--- config.mk ---
export PLATFORM = sky130hd
export DESIGN_NAME = distance_filter_alert_flat
export DESIGN_NICKNAME = d
export VERILOG_FILES = /design/src/rtl/distance_filter_alert_if.sv /design/src/rtl/distance_filter_alert.sv /design/src/flat_wrapper.sv
export SDC_FILE = /design/constraint.sdc
export NUM_CORES = 1
export LEC_CHECK = 0
export ABC_AREA = 0
export CAP_MARGIN = 0
export CORE_MARGIN = 2
export CORE_UTILIZATION = 40
export DETAILED_ROUTE_END_ITERATION = 10
export PLACE_DENSITY = 0.64
export SYNTH_ARGS = -nofsm -noshare
export SYNTH_HDL_FRONTEND = slang
export SYNTH_SLANG_ARGS = --single-unit
--- constraint.sdc ---
create_clock -name clk -period 5.2 [get_ports clk]
set_clock_uncertainty 0.15 [all_clocks]
set_input_delay 0.52 -clock clk [delete_from_list [all_inputs] [get_ports clk]]
set_output_delay 0.52 -clock clk [all_outputs]
set_load 0.03 [all_outputs]
--- src/rtl/distance_filter_alert_if.sv ---
// Sample/average bus between the ultrasonic distance source and the filter.
//   master : drives sample_valid/sample_cm, observes the filtered results.
//   slave  : the filter; consumes samples, drives avg_valid, avg_cm, alert, stale, fill_count.
interface distance_filter_alert_if #(
  parameter int unsigned DEPTH_LOG2 = 2
) ();
  logic                  sample_valid;
  logic [7:0]            sample_cm;
  logic                  avg_valid;
  logic [7:0]            avg_cm;
  logic                  alert;
  logic                  stale;
  logic [DEPTH_LOG2:0]   fill_count;

  modport master (
    output sample_valid, sample_cm,
    input  avg_valid, avg_cm, alert, stale, fill_count
  );

  modport slave (
    input  sample_valid, sample_cm,
    output avg_valid, avg_cm, alert, stale, fill_count
  );
endinterface

--- src/rtl/distance_filter_alert.sv ---
// Distance filter with proximity alert and stale-sensor detection.
// Smooths accepted 8-bit distance samples with a 2**DEPTH_LOG2 moving average, drives a debounced
// hysteretic alert from the average and flags the sensor stale after TIMEOUT_CYCLES without an
// accepted sample (which also flushes the window and clears the alert).
// Ports:
//   clk  : system clock
//   rst  : synchronous active-high reset
//   bus  : slave modport; sample_valid/sample_cm in, avg_valid/avg_cm/alert/stale/fill_count out
module distance_filter_alert #(
  parameter int unsigned DEPTH_LOG2     = 2,
  parameter int unsigned NEAR_CM        = 80,
  parameter int unsigned FAR_CM         = 90,
  parameter int unsigned CONFIRM        = 3,
  parameter int unsigned TIMEOUT_CYCLES = 25_000_000
) (
  input logic                   clk,
  input logic                   rst,
  distance_filter_alert_if.slave bus
);

  localparam int unsigned N  = 2 ** DEPTH_LOG2;
  localparam int unsigned SW = 8 + DEPTH_LOG2;
  localparam int unsigned FW = DEPTH_LOG2 + 1;
  localparam int unsigned TW = (TIMEOUT_CYCLES > 1) ? $clog2(TIMEOUT_CYCLES) : 1;

  localparam logic [FW-1:0] FillMax    = FW'(N);
  localparam logic [TW-1:0] TimerLast  = TW'(TIMEOUT_CYCLES - 1);
  localparam logic [7:0]    NearCm     = 8'(NEAR_CM);
  localparam logic [7:0]    FarCm      = 8'(FAR_CM);
  localparam logic [3:0]    ConfirmCnt = 4'(CONFIRM);

  typedef enum logic [1:0] {StSafe, StNearPend, StNear, StSafePend} state_e;

  logic [7:0]            win_q [N];
  logic [DEPTH_LOG2-1:0] wr_ptr_q;
  logic [FW-1:0]         fill_q;
  logic [SW-1:0]         sum_q;
  logic [7:0]            avg_q;
  logic                  avg_valid_q;
  logic                  alert_q;
  logic                  stale_q;
  logic [TW-1:0]         timer_q;
  logic [3:0]            cnt_q;
  state_e                state_q;

  logic          accept;
  logic          full;
  logic          timeout;
  logic [SW-1:0] sum_d;
  logic [FW-1:0] fill_d;
  logic [3:0]    cnt_inc;

  always_comb begin
    accept  = bus.sample_valid && (bus.sample_cm != 8'd0);
    full    = (fill_q == FillMax);
    // An accept on the timeout edge takes priority, so only flag timeout when idle.
    timeout = !accept && (timer_q == TimerLast);
    // Modulo arithmetic is exact here: the true result always fits in SW bits.
    sum_d   = sum_q + SW'(bus.sample_cm);
    if (full) begin
      sum_d = sum_d - SW'(win_q[wr_ptr_q]);
    end
    fill_d  = full ? fill_q : fill_q + FW'(1);
    cnt_inc = cnt_q + 4'd1;
  end

  // Window storage needs no reset: entries are only read once fill_count says they are valid.
  always_ff @(posedge clk) begin
    if (accept) begin
      win_q[wr_ptr_q] <= bus.sample_cm;
    end
  end

  always_ff @(posedge clk) begin
    if (rst) begin
      wr_ptr_q    <= '0;
      fill_q      <= '0;
      sum_q       <= '0;
      avg_q       <= '0;
      avg_valid_q <= 1'b0;
      alert_q     <= 1'b0;
      stale_q     <= 1'b0;
      timer_q     <= '0;
      cnt_q       <= '0;
      state_q     <= StSafe;
    end else begin
      avg_valid_q <= 1'b0;

      // Window, average and stale timer.
      if (accept) begin
        wr_ptr_q <= wr_ptr_q + 1'b1;
        fill_q   <= fill_d;
        sum_q    <= sum_d;
        timer_q  <= '0;
        stale_q  <= 1'b0;
        if (fill_d == FillMax) begin
          avg_valid_q <= 1'b1;
          avg_q       <= sum_d[SW-1:DEPTH_LOG2];
        end
      end else if (timeout) begin
        // Timer saturates here; the flush simply repeats until the next accept.
        stale_q  <= 1'b1;
        fill_q   <= '0;
        sum_q    <= '0;
        wr_ptr_q <= '0;
      end else begin
        timer_q <= timer_q + 1'b1;
      end

      // Alert FSM: steps once per new average, forced safe on timeout.
      if (timeout) begin
        state_q <= StSafe;
        alert_q <= 1'b0;
        cnt_q   <= '0;
      end else if (avg_valid_q) begin
        unique case (state_q)
          StSafe: begin
            if (avg_q < NearCm) begin
              if (ConfirmCnt == 4'd1) begin
                state_q <= StNear;
                alert_q <= 1'b1;
                cnt_q   <= '0;
              end else begin
                state_q <= StNearPend;
                cnt_q   <= 4'd1;
              end
            end
          end
          StNearPend: begin
            if (avg_q < NearCm) begin
              if (cnt_inc == ConfirmCnt) begin
                state_q <= StNear;
                alert_q <= 1'b1;
                cnt_q   <= '0;
              end else begin
                cnt_q <= cnt_inc;
              end
            end else begin
              state_q <= StSafe;
              cnt_q   <= '0;
            end
          end
          StNear: begin
            if (avg_q >= FarCm) begin
              if (ConfirmCnt == 4'd1) begin
                state_q <= StSafe;
                alert_q <= 1'b0;
                cnt_q   <= '0;
              end else begin
                state_q <= StSafePend;
                cnt_q   <= 4'd1;
              end
            end
          end
          StSafePend: begin
            if (avg_q >= FarCm) begin
              if (cnt_inc == ConfirmCnt) begin
                state_q <= StSafe;
                alert_q <= 1'b0;
                cnt_q   <= '0;
              end else begin
                cnt_q <= cnt_inc;
              end
            end else begin
              state_q <= StNear;
              cnt_q   <= '0;
            end
          end
          default: begin
            state_q <= StSafe;
            alert_q <= 1'b0;
            cnt_q   <= '0;
          end
        endcase
      end
    end
  end

  assign bus.avg_valid  = avg_valid_q;
  assign bus.avg_cm     = avg_q;
  assign bus.alert      = alert_q;
  assign bus.stale      = stale_q;
  assign bus.fill_count = fill_q;

endmodule

--- src/flat_wrapper.sv ---
// flat-port wrapper written by rule: the top's interface ports become plain ports
module distance_filter_alert_flat 
#(
  parameter int unsigned DEPTH_LOG2     = 2,
  parameter int unsigned NEAR_CM        = 80,
  parameter int unsigned FAR_CM         = 90,
  parameter int unsigned CONFIRM        = 3,
  parameter int unsigned TIMEOUT_CYCLES = 25_000_000
)
  (clk, rst, bus_sample_valid, bus_sample_cm, bus_avg_valid, bus_avg_cm, bus_alert, bus_stale, bus_fill_count);
  distance_filter_alert_if #(.DEPTH_LOG2(DEPTH_LOG2)) bus_i ();
  input logic clk;
  input logic rst;
  input wire logic [$bits(bus_i.sample_valid)-1:0] bus_sample_valid;
  input wire logic [$bits(bus_i.sample_cm)-1:0] bus_sample_cm;
  output wire logic [$bits(bus_i.avg_valid)-1:0] bus_avg_valid;
  output wire logic [$bits(bus_i.avg_cm)-1:0] bus_avg_cm;
  output wire logic [$bits(bus_i.alert)-1:0] bus_alert;
  output wire logic [$bits(bus_i.stale)-1:0] bus_stale;
  output wire logic [$bits(bus_i.fill_count)-1:0] bus_fill_count;
  assign bus_i.sample_valid = bus_sample_valid;
  assign bus_i.sample_cm = bus_sample_cm;
  assign bus_avg_valid = bus_i.avg_valid;
  assign bus_avg_cm = bus_i.avg_cm;
  assign bus_alert = bus_i.alert;
  assign bus_stale = bus_i.stale;
  assign bus_fill_count = bus_i.fill_count;
  distance_filter_alert #(.DEPTH_LOG2(DEPTH_LOG2), .NEAR_CM(NEAR_CM), .FAR_CM(FAR_CM), .CONFIRM(CONFIRM), .TIMEOUT_CYCLES(TIMEOUT_CYCLES)) u_core (.clk(clk), .rst(rst), .bus(bus_i));
endmodule
### Word level (Yosys, flattened, before mapping)

Memory sizes are Yosys's and may differ from the RTL's. A register that Yosys moved wholly into a read port is not among the register bits.
Index checks and enable logic that the tools add are counted.

* register bits after elaboration: 57
* memories kept: 1
* input port bits: 11
* logic and storage cells: 80
* RAM bits: 32
* output and inout bits: 14

Memory list
* u_core.win_q: depth 4, width 8, rd ports 1, clocked after memory_dff 1, wr ports 1, RTL line distance_filter_alert.sv:34 `logic [7:0] win_q [N];`

* muxes and demuxes: 31
* eq/ne operators: 15
* magnitude comparators: 2
* reductions and logical operators: 14
* bitwise logic cells: 1
* add/subtract/negate cells: 6

Operators by type and width (number)
* $mux 10: 3
* $add 25x1->25 const B: 1
* $eq 25x25->1 const B: 1
* $mux 2: 10
* $mux 4: 5
* $pmux 4 s4: 1
* $ne 2x1->1 const B: 6
* $add 10x8->10: 1
* $sub 10x8->10: 1
* $mux 3: 3
* $ge 8x7->1 const B: 1
* $lt 8x7->1 const B: 1
* $pmux 2 s4: 1
* $reduce_bool 8->1: 1
* $mux 1: 7
* $eq 3x3->1 const B: 2
* $reduce_and 6->1: 1
* $reduce_or 2->1: 3
* $reduce_and 5->1: 1
* $add 4x1->4 const B: 1
* $eq 2x2->1 const B: 2
* $eq 4x2->1 const B: 1
* $reduce_bool 2->1: 2
* $add 3x1->3 const B: 1
* other kinds (11): 12

### Longest topological paths before layout

Gate-level depths: netlist (run 1).

* depth in word-level cells: 8
* mapped depth: 13
* mapped depth without buffers: 13

### Least setup slack after synthesis (run 1)

No wires, ideal clock.

* path type: in2reg
* from: in bus_sample_cm[0]
* to: reg u_core.sum_q[9]
* data required time: 4955 ps
* setup time: 95 ps
* stages on the path: 11
* data arrival time: 3459 ps
* path buffers: 0
* path slack: 1495 ps
* cells stage by stage: ha_1 > fa_1 > a21o_1 > a21oi_1 > xnor2_1 > ha_1 > o41a_1 > maj3_2 > a2111o_1 > or3_1 > o311ai_1

* word-level cells in the longest chain between the ends: 5
* elaborated cells on any way between the ends: 9
* those cells by class: 2 x add/sub; 2 x mux; 5 x reduce/logical

Ends and longest elaborated chain
* start, declared: RTL line flat_wrapper.sv:15 `input wire logic [$bits(bus_i.sample_cm)-1:0] bus_sample_cm;`
* parallel branches: the longest is 5 deep, another holds $add 10x8->10
* end signal, assigned: RTL line distance_filter_alert.sv:93 `sum_q <= sum_d;`
* end, declared: RTL line distance_filter_alert.sv:37 `logic [SW-1:0] sum_q;`

Several ways; the timed one is not identified.
A chain may end at the register's enable or synchronous reset.

### Worst setup path after layout (run 1)

Ends and elaborated chain as after synthesis.

==> results of run 1 <==
## Yosys cell counts (4+ instances only)
cell and count:
xor2_1 16, mux4_2 7, nand2b_1 6, a21oi_1 24, inv_1 23, o21ai_0 16
a31oi_1 4, xnor2_1 17, nand2_1 28, nor3b_1 4, ha_1 24, or3_1 5
nand4_1 5, nor2_1 57, edfxtp_1 32, nand3_1 20, clkbuf_1 8, nor3_1 10
a32oi_1 4, mux2i_1 5, nor2b_1 5, and3_1 7, dfxtp_1 59, nor4_1 4
a211oi_1 11
## layer usage
layer  part of all wire (%)  track usage [%]  vias up
met1                     47             20.1     1619
li1                       -                -     1713
met3                    3.2             3.48       12
met2                     48             27.2       50
met4                    1.7             5.93        0
met5                      0                0        -
## power groups by stage
stage / Clock, uW / Sequential [uW] / Combinational, uW
detailed placement: 0 / 800 / 330
finish: 622 / 784 / 334
CTS: 632 / 785 / 333
global placement: 0 / 799 / 319
floorplan: 0 / 791 / 263
global route: 660 / 787 / 374
## through the flow
stage / hold slack [ps] / cell area, um2 / power, uW / worst slack (ps) / std cells
3_5_place_dp: 312 / 5000 / 1130 / 707 / 616
5_1_grt: 370 / 5280 / 1820 / 824 / 632
3_3_place_gp: 302 / 5000 / 1120 / 786 / 616
4_1_cts: 322 / 5280 / 1750 / 1030 / 632
2_1_floorplan: 288 / 4660 / 1050 / 1500 / 462
6_report: 321 / 5280 / 1740 / 977 / 632
## logic make-up after synthesis
logic type / after synthesis
AOI/OAI and AO/OA: 91
buffers and inverters: 37
muxes: 14
and+or+nand+nor: 168
DFF: 91
xor gates and xnor gates: 33
adders and majority gates: 28
## path summary, 6_finish.rpt
kind         slack, ps  depth (start not counted)              start               end
max                980                         14   bus_sample_cm[0]   u_core.sum_q[9]
min                320                          1  u_core.state_q[1]  u_core.bus.alert
max reg2reg       1330                         10          flip-flop   u_core.sum_q[9]
min reg2reg        320                          1  u_core.state_q[1]  u_core.bus.alert
## layout by cell type, fill, tap and decap left out, types with 6 or more instances in the layout
master / instances
nor3_1: 10
nand2_1: 28
dfxtp_1: 59
clkdlybuf4s50_1: 24
and3_1: 7
nand2b_1: 6
ha_1: 24
xor2_1: 16
edfxtp_1: 32
clkbuf_16: 9
o21ai_0: 16
mux4_2: 7
nand3_1: 20
inv_1: 24
xnor2_1: 17
nor2_1: 57
a211oi_1: 11
a21oi_1: 24
## sequential cells by signal, summed over array words and instances (netlist names), named ones only
register,flops
u_core.bus.alert,1
u_core.state_q,2
u_core.cnt_q,4
u_core.sum_q,10
u_core.bus.fill_count,3
u_core.bus.avg_cm,8
u_core.win_q,32
u_core.wr_ptr_q,2
u_core.timer_q,25
u_core.bus.avg_valid,1
u_core.bus.stale,1
## final cells by class
class / count / share of cell area [%]
clock buffers: 12 / 4.85
clock inverters: 4 / 0.450
inverters: 23 / 1.63
multi-input cells: 334 / 44.4
flip-flops and latches: 91 / 40.5
well taps: 143 / 3.39
repair buffers: 25 / 4.69
==> out/qor.json, run 1 <==
{
  "grt_first_pass_wirelength_mm": 16.2,
  "worstHoldPathType": "reg -> reg",
  "report.final.setup_viol": 0,
  "post_cts.repair.setup_buffers": 0,
  "critical_path_class": "in -> reg",
  "htree_num_levels": 3,
  "power_report.internal_total_uw": 1260,
  "first_pass_iters": 4,
  "floorplan.initialDensity_pct": 40.9,
  "post_cts_hold_buffer_count": 0,
  "final_antenna_net_count": 0,
  "share_seq_of_total_power_pct": 45.1,
  "gp_congestion": 0.780,
  "area.sequential_um2": 2140,
  "antenna_found_initial": 0,
  "dieArea_um2": 12500,
  "num-fill-cells": 1058,
  "switching_share_pct": 27.3,
  "area_occupied_by_multi_input_gates_um2": 2350,
  "synth_largest_area_cell": "dfxtp_1",
  "final_critical_period_ps": 4220,
  "synth_compound_gate_area_share_pct": 13.4,
  "final-hold-violation-count": 0,
  "max_clock_freq_mhz": 237,
  "chipHeight_um": 112,
  "yosysWarnings": 0,
  "critPathMostFrequentCell": "ha_1",
  "yosys.area_share.xor_xnor_pct": 6.21,
  "critical_path_fanout_max": 6,
  "timing.critical_path.cells": "clkdlybuf4s50_1, ha_1, fa_1, a21o_1, a21oi_1, xnor2_1, ha_1, nor3_1, nor2_1, o41a_1, maj3_2, a2111o_1, or3_1, o311ai_1",
  "timing.slew.headroom_pct": 36.1,
  "max_stage_delay_on_crit_path_ps": 500,
  "synth_mux_area_share_pct": 5.03,
  "clock_tree.root_cell": "clkbuf_16",
  "synth.top_cells.by_area": "dfxtp_1, edfxtp_1, ha_1",
  "routed_via_density": 5.37,
  "number_of_flops_mapped_to_enable_cells_by_yosys": 32,
  "synthToLayoutAreaGrowth_pct": 13.5,
  "via_count": 3394,
  "slowest_stage": "clkdlybuf4s50_1",
  "yosysUniqueCellTypes": 68,
  "comb_power_share_pct": 19.2,
  "grt_setup_unrepaired": "false",
  "synth_top_flop_cell": "dfxtp_1",
  "required_ps": 5300,
  "cts_tree": "yes",
  "grt-ovfl-total": 0,
  "grt_pass1_vias": 3344,
  "buffer_ports.inserted": 24,
  "finalWirelength_mm": 9.45,
  "avgSynthCellArea_um2": 10.1,
  "detailed_router_s_first_iteration_violation_count": 156,
  "setup_total_negative_slack_ps": 0,
  "ys_ff_latch": 91,
  "post_cts.resized_instances": 0,
  "antenna_cells": 0,
  "worst_setup_path_end_kind": "flip-flop",
  "synthesis.instances": 462,
  "run_status": "finished, final reports clean",
  "fp-row-count": 39,
  "clock_path_buffers": 2,
  "worst-endpoint-arrival_ps": 4320,
  "peakVddDrop_v": 0.000135,
  "worst_path_top_cell_family_by_delay": "adder cells",
  "wl_per_cell_um": 15.0,
  "async_flop_share_pct": 0,
  "synthDominantCellAreaShare_pct": 25.4,
  "die_x_um": 112,
  "cts_sinks": 91,
  "clkPwrFrac_pct": 35.7,
  "utilization_pct": 46.5,
  "post-route-period-util_pct": 81.2,
  "cap_viol_max_count": 0,
  "power.density_nw_per_um2": 329,
  "num_io_pins": 25,
  "post_route_cells_drive_above_1_share_pct": 7.36,
  "drc": 0,
  "synth_top_family_by_area": "simple AND/OR/NAND/NOR gates",
  "synth_adder_area_share_pct": 7.77,
  "cp_num_buf_inv": 1,
  "hpwl_mm": 6.85,
  "fin_nets": 521,
  "grt_start_max_net_pins": 27,
  "syn_nets": 499,
  "synth_seq_area_share_pct": 46.0,
  "numCtsBuffers": 9,
  "clkLatencyLatePin_ps": 340,
  "gr-usage-all-layers_pct": 16.0,
  "cts.clk_slew.worst_paths_ps": 60,
  "core_area_um2": 11400,
  "worst_pin_slew_ps": 959,
  "drv_slew": 0,
  "net-switching-power_uw": 476,
  "p_leak_uw": 0.00188,
  "synth-simple-area-share_pct": 18.1,
  "critPathLaunchType": "primary input",
  "synth_area_um2": 4660
}
Note: power is estimated with default switching activity, not from simulation.
==> run 2, diff against run 1 <==
- PLACE_DENSITY: 0.64 -> 0.66
- clock period: 5.2 -> 3.4 ns (I/O delays scaled with it)
==> run 2 against run 1 <==
The run now ends with negative setup slack left; cell count increased by 7.1%; combinational power up 120%; utilization rose by 4.2 points; first-iteration DRC count up 17%; non-clock buffer count increased by 45; sequential cell count unchanged; largest power group unchanged.
==> out/qor.json, run 2 (same netlist as run 1, synthesis figures left out) <==
{
  "worst-endpoint-arrival_ps": 3500,
  "critical_path_class": "reg -> reg",
  "die_x_um": 112,
  "final_critical_period_ps": 3400,
  "final_cell_area_um2": 5770,
  "cap_viol_max_count": 0,
  "finalWirelength_mm": 9.81,
  "wl_per_cell_um": 14.5,
  "timing.slew.headroom_pct": 42.1,
  "grt_first_pass_wirelength_mm": 16.5,
  "setup_total_negative_slack_ps": -3.35,
  "detailed_router_s_first_iteration_violation_count": 183,
  "clock_path_buffers": 2,
  "timing.critical_path.cells": "ha_4, fa_2, xor2_2, ha_1, o21a_1, o31a_1, o41a_1, maj3_2, a2111o_1, or3_1, o311ai_1",
  "utilization_pct": 50.7,
  "hpwl_mm": 7.12,
  "num_io_pins": 25,
  "worst_pin_slew_ps": 865,
  "routed_via_density": 5.26,
  "antenna_found_initial": 0,
  "power.density_nw_per_um2": 500,
  "net-switching-power_uw": 769,
  "first_pass_iters": 4,
  "gr-usage-all-layers_pct": 16.4,
  "required_ps": 3490,
  "via_count": 3559,
  "slowest_stage": "a2111o_1",
  "synthToLayoutAreaGrowth_pct": 23.8,
  "run_status": "finished, violations left",
  "grt_start_max_net_pins": 27,
  "registers.top_by_ff_count": "u_core.win_q",
  "power_report.internal_total_uw": 2110,
  "worstHoldPathType": "reg -> reg",
  "dpl-instance-area_um2": 5330,
  "grt_setup_unrepaired": "true",
  "cts_tree": "yes",
  "critical_path_fanout_max": 3,
  "antenna_cells": 0,
  "cp_num_buf_inv": 0,
  "pre_cts_ws_ps": -570,
  "post-route-period-util_pct": 100,
  "worst_setup_path_end_kind": "flip-flop",
  "fin_nets": 566,
  "final_antenna_net_count": 0,
  "comb_power_share_pct": 25.4,
  "clock_tree.root_cell": "clkbuf_16",
  "largestRegisters": "u_core.win_q x32, u_core.timer_q x25, u_core.sum_q x10",
  "violations_in_the_final_reports": "negative setup slack",
  "grt_pass1_vias": 3551,
  "final_cell_mix": "nor2_1, dfxtp_1, buf_4, edfxtp_1, nand2_1",
  "grt-ovfl-total": 0,
  "peakVddDrop_v": 0.000255,
  "report.final.setup_viol": 1,
  "clkPwrFrac_pct": 33.1,
  "floorplan.initialDensity_pct": 40.9,
  "clkLatencyLatePin_ps": 340,
  "max_stage_delay_on_crit_path_ps": 420,
  "worst_slack_ps": -3.35,
  "chipHeight_um": 112,
  "critPathLaunchType": "flip-flop",
  "final-hold-violation-count": 0,
  "share_seq_of_total_power_pct": 41.5,
  "flip_flop_count_of_the_largest_register_all_copies_and_words_added": 32,
  "post_route_cells_drive_above_1_share_pct": 19.1,
  "switching_share_pct": 26.7,
  "core_area_um2": 11400,
  "drv_slew": 0,
  "p_leak_uw": 0.00213,
  "gp_congestion": 0.826,
  "numCtsBuffers": 9,
  "cts_sinks": 91,
  "cts.clk_slew.worst_paths_ps": 60,
  "drc": 0,
  "fp-row-count": 39,
  "buffer_ports.inserted": 24,
  "max_clock_freq_mhz": 294,
  "dieArea_um2": 12500,
  "post_cts_hold_buffer_count": 0,
  "htree_num_levels": 3,
  "worst_path_top_cell_family_by_delay": "adder cells"
}
run 2: final timing paths:
path / start / endpoint / slack [ps] / depth (start not counted)
setup / recovery: u_core.sum_q[0] / u_core.sum_q[9] / -3 / 11
setup reg to reg: u_core.sum_q[0] / u_core.sum_q[9] / -3 / 11
hold / removal: u_core.state_q[1] / u_core.bus.alert / 320 / 1
hold reg to reg: u_core.state_q[1] / u_core.bus.alert / 320 / 1
run 2: layout make-up:
type,count,area [um2]
Clock buffer,12,267
Clock inverter,4,23.8
Fill cell,1025,5600
Inverter,23,86.3
Multi-Input combinational cell,334,2470
Sequential cell,91,2150
Tap cell,143,179
Timing Repair Buffer,70,594
run 2: metal layers:
metal / GRT usage [%] / routed length, um
met2: 25.9 / 4350
met4: 7.65 / 312
met1: 21.4 / 4780
met3: 3.86 / 367
met5: 0 / 0
run 2: per-stage QoR:
step | hold WS [ps] | power, uW | cells
after floorplan | 288 | 1620 | 462
after global placement | 302 | 1850 | 656
after detailed placement | 314 | 1870 | 656
after CTS | 328 | 2870 | 676
after global routing | 347 | 3030 | 677
final | 321 | 2880 | 677
run 2: timing repair:
item                       CTS  global route
pin swaps                   13             8
gates resized for setup     11             9
buffers inserted             4             1
gates cloned                 0             0
setup endpoints to repair    4             5
run 2: worst reg2reg max path, stage by stage, from the launching register on:
cell	delay, ps
dfxtp_2	340
ha_4	160
fa_2	380
xor2_2	200
ha_1	310
o21a_1	170
o31a_1	130
o41a_1	330
maj3_2	320
a2111o_1	420
or3_1	330
o311ai_1	80
run 2: power groups by stage:
stage	sequential (uW)	combinational [uW]	clock (uW)
detailed placement	1220	657	0
floorplan	1210	408	0
global route	1200	807	1020
CTS	1190	690	982
global placement	1210	639	0
finish	1200	731	954
==> run 3, diff against run 2 <==
- CAP_MARGIN: 0 -> 10
==> results of run 3 <==
Same layout as run 2: the final DEF is identical, and so are final timing and power.
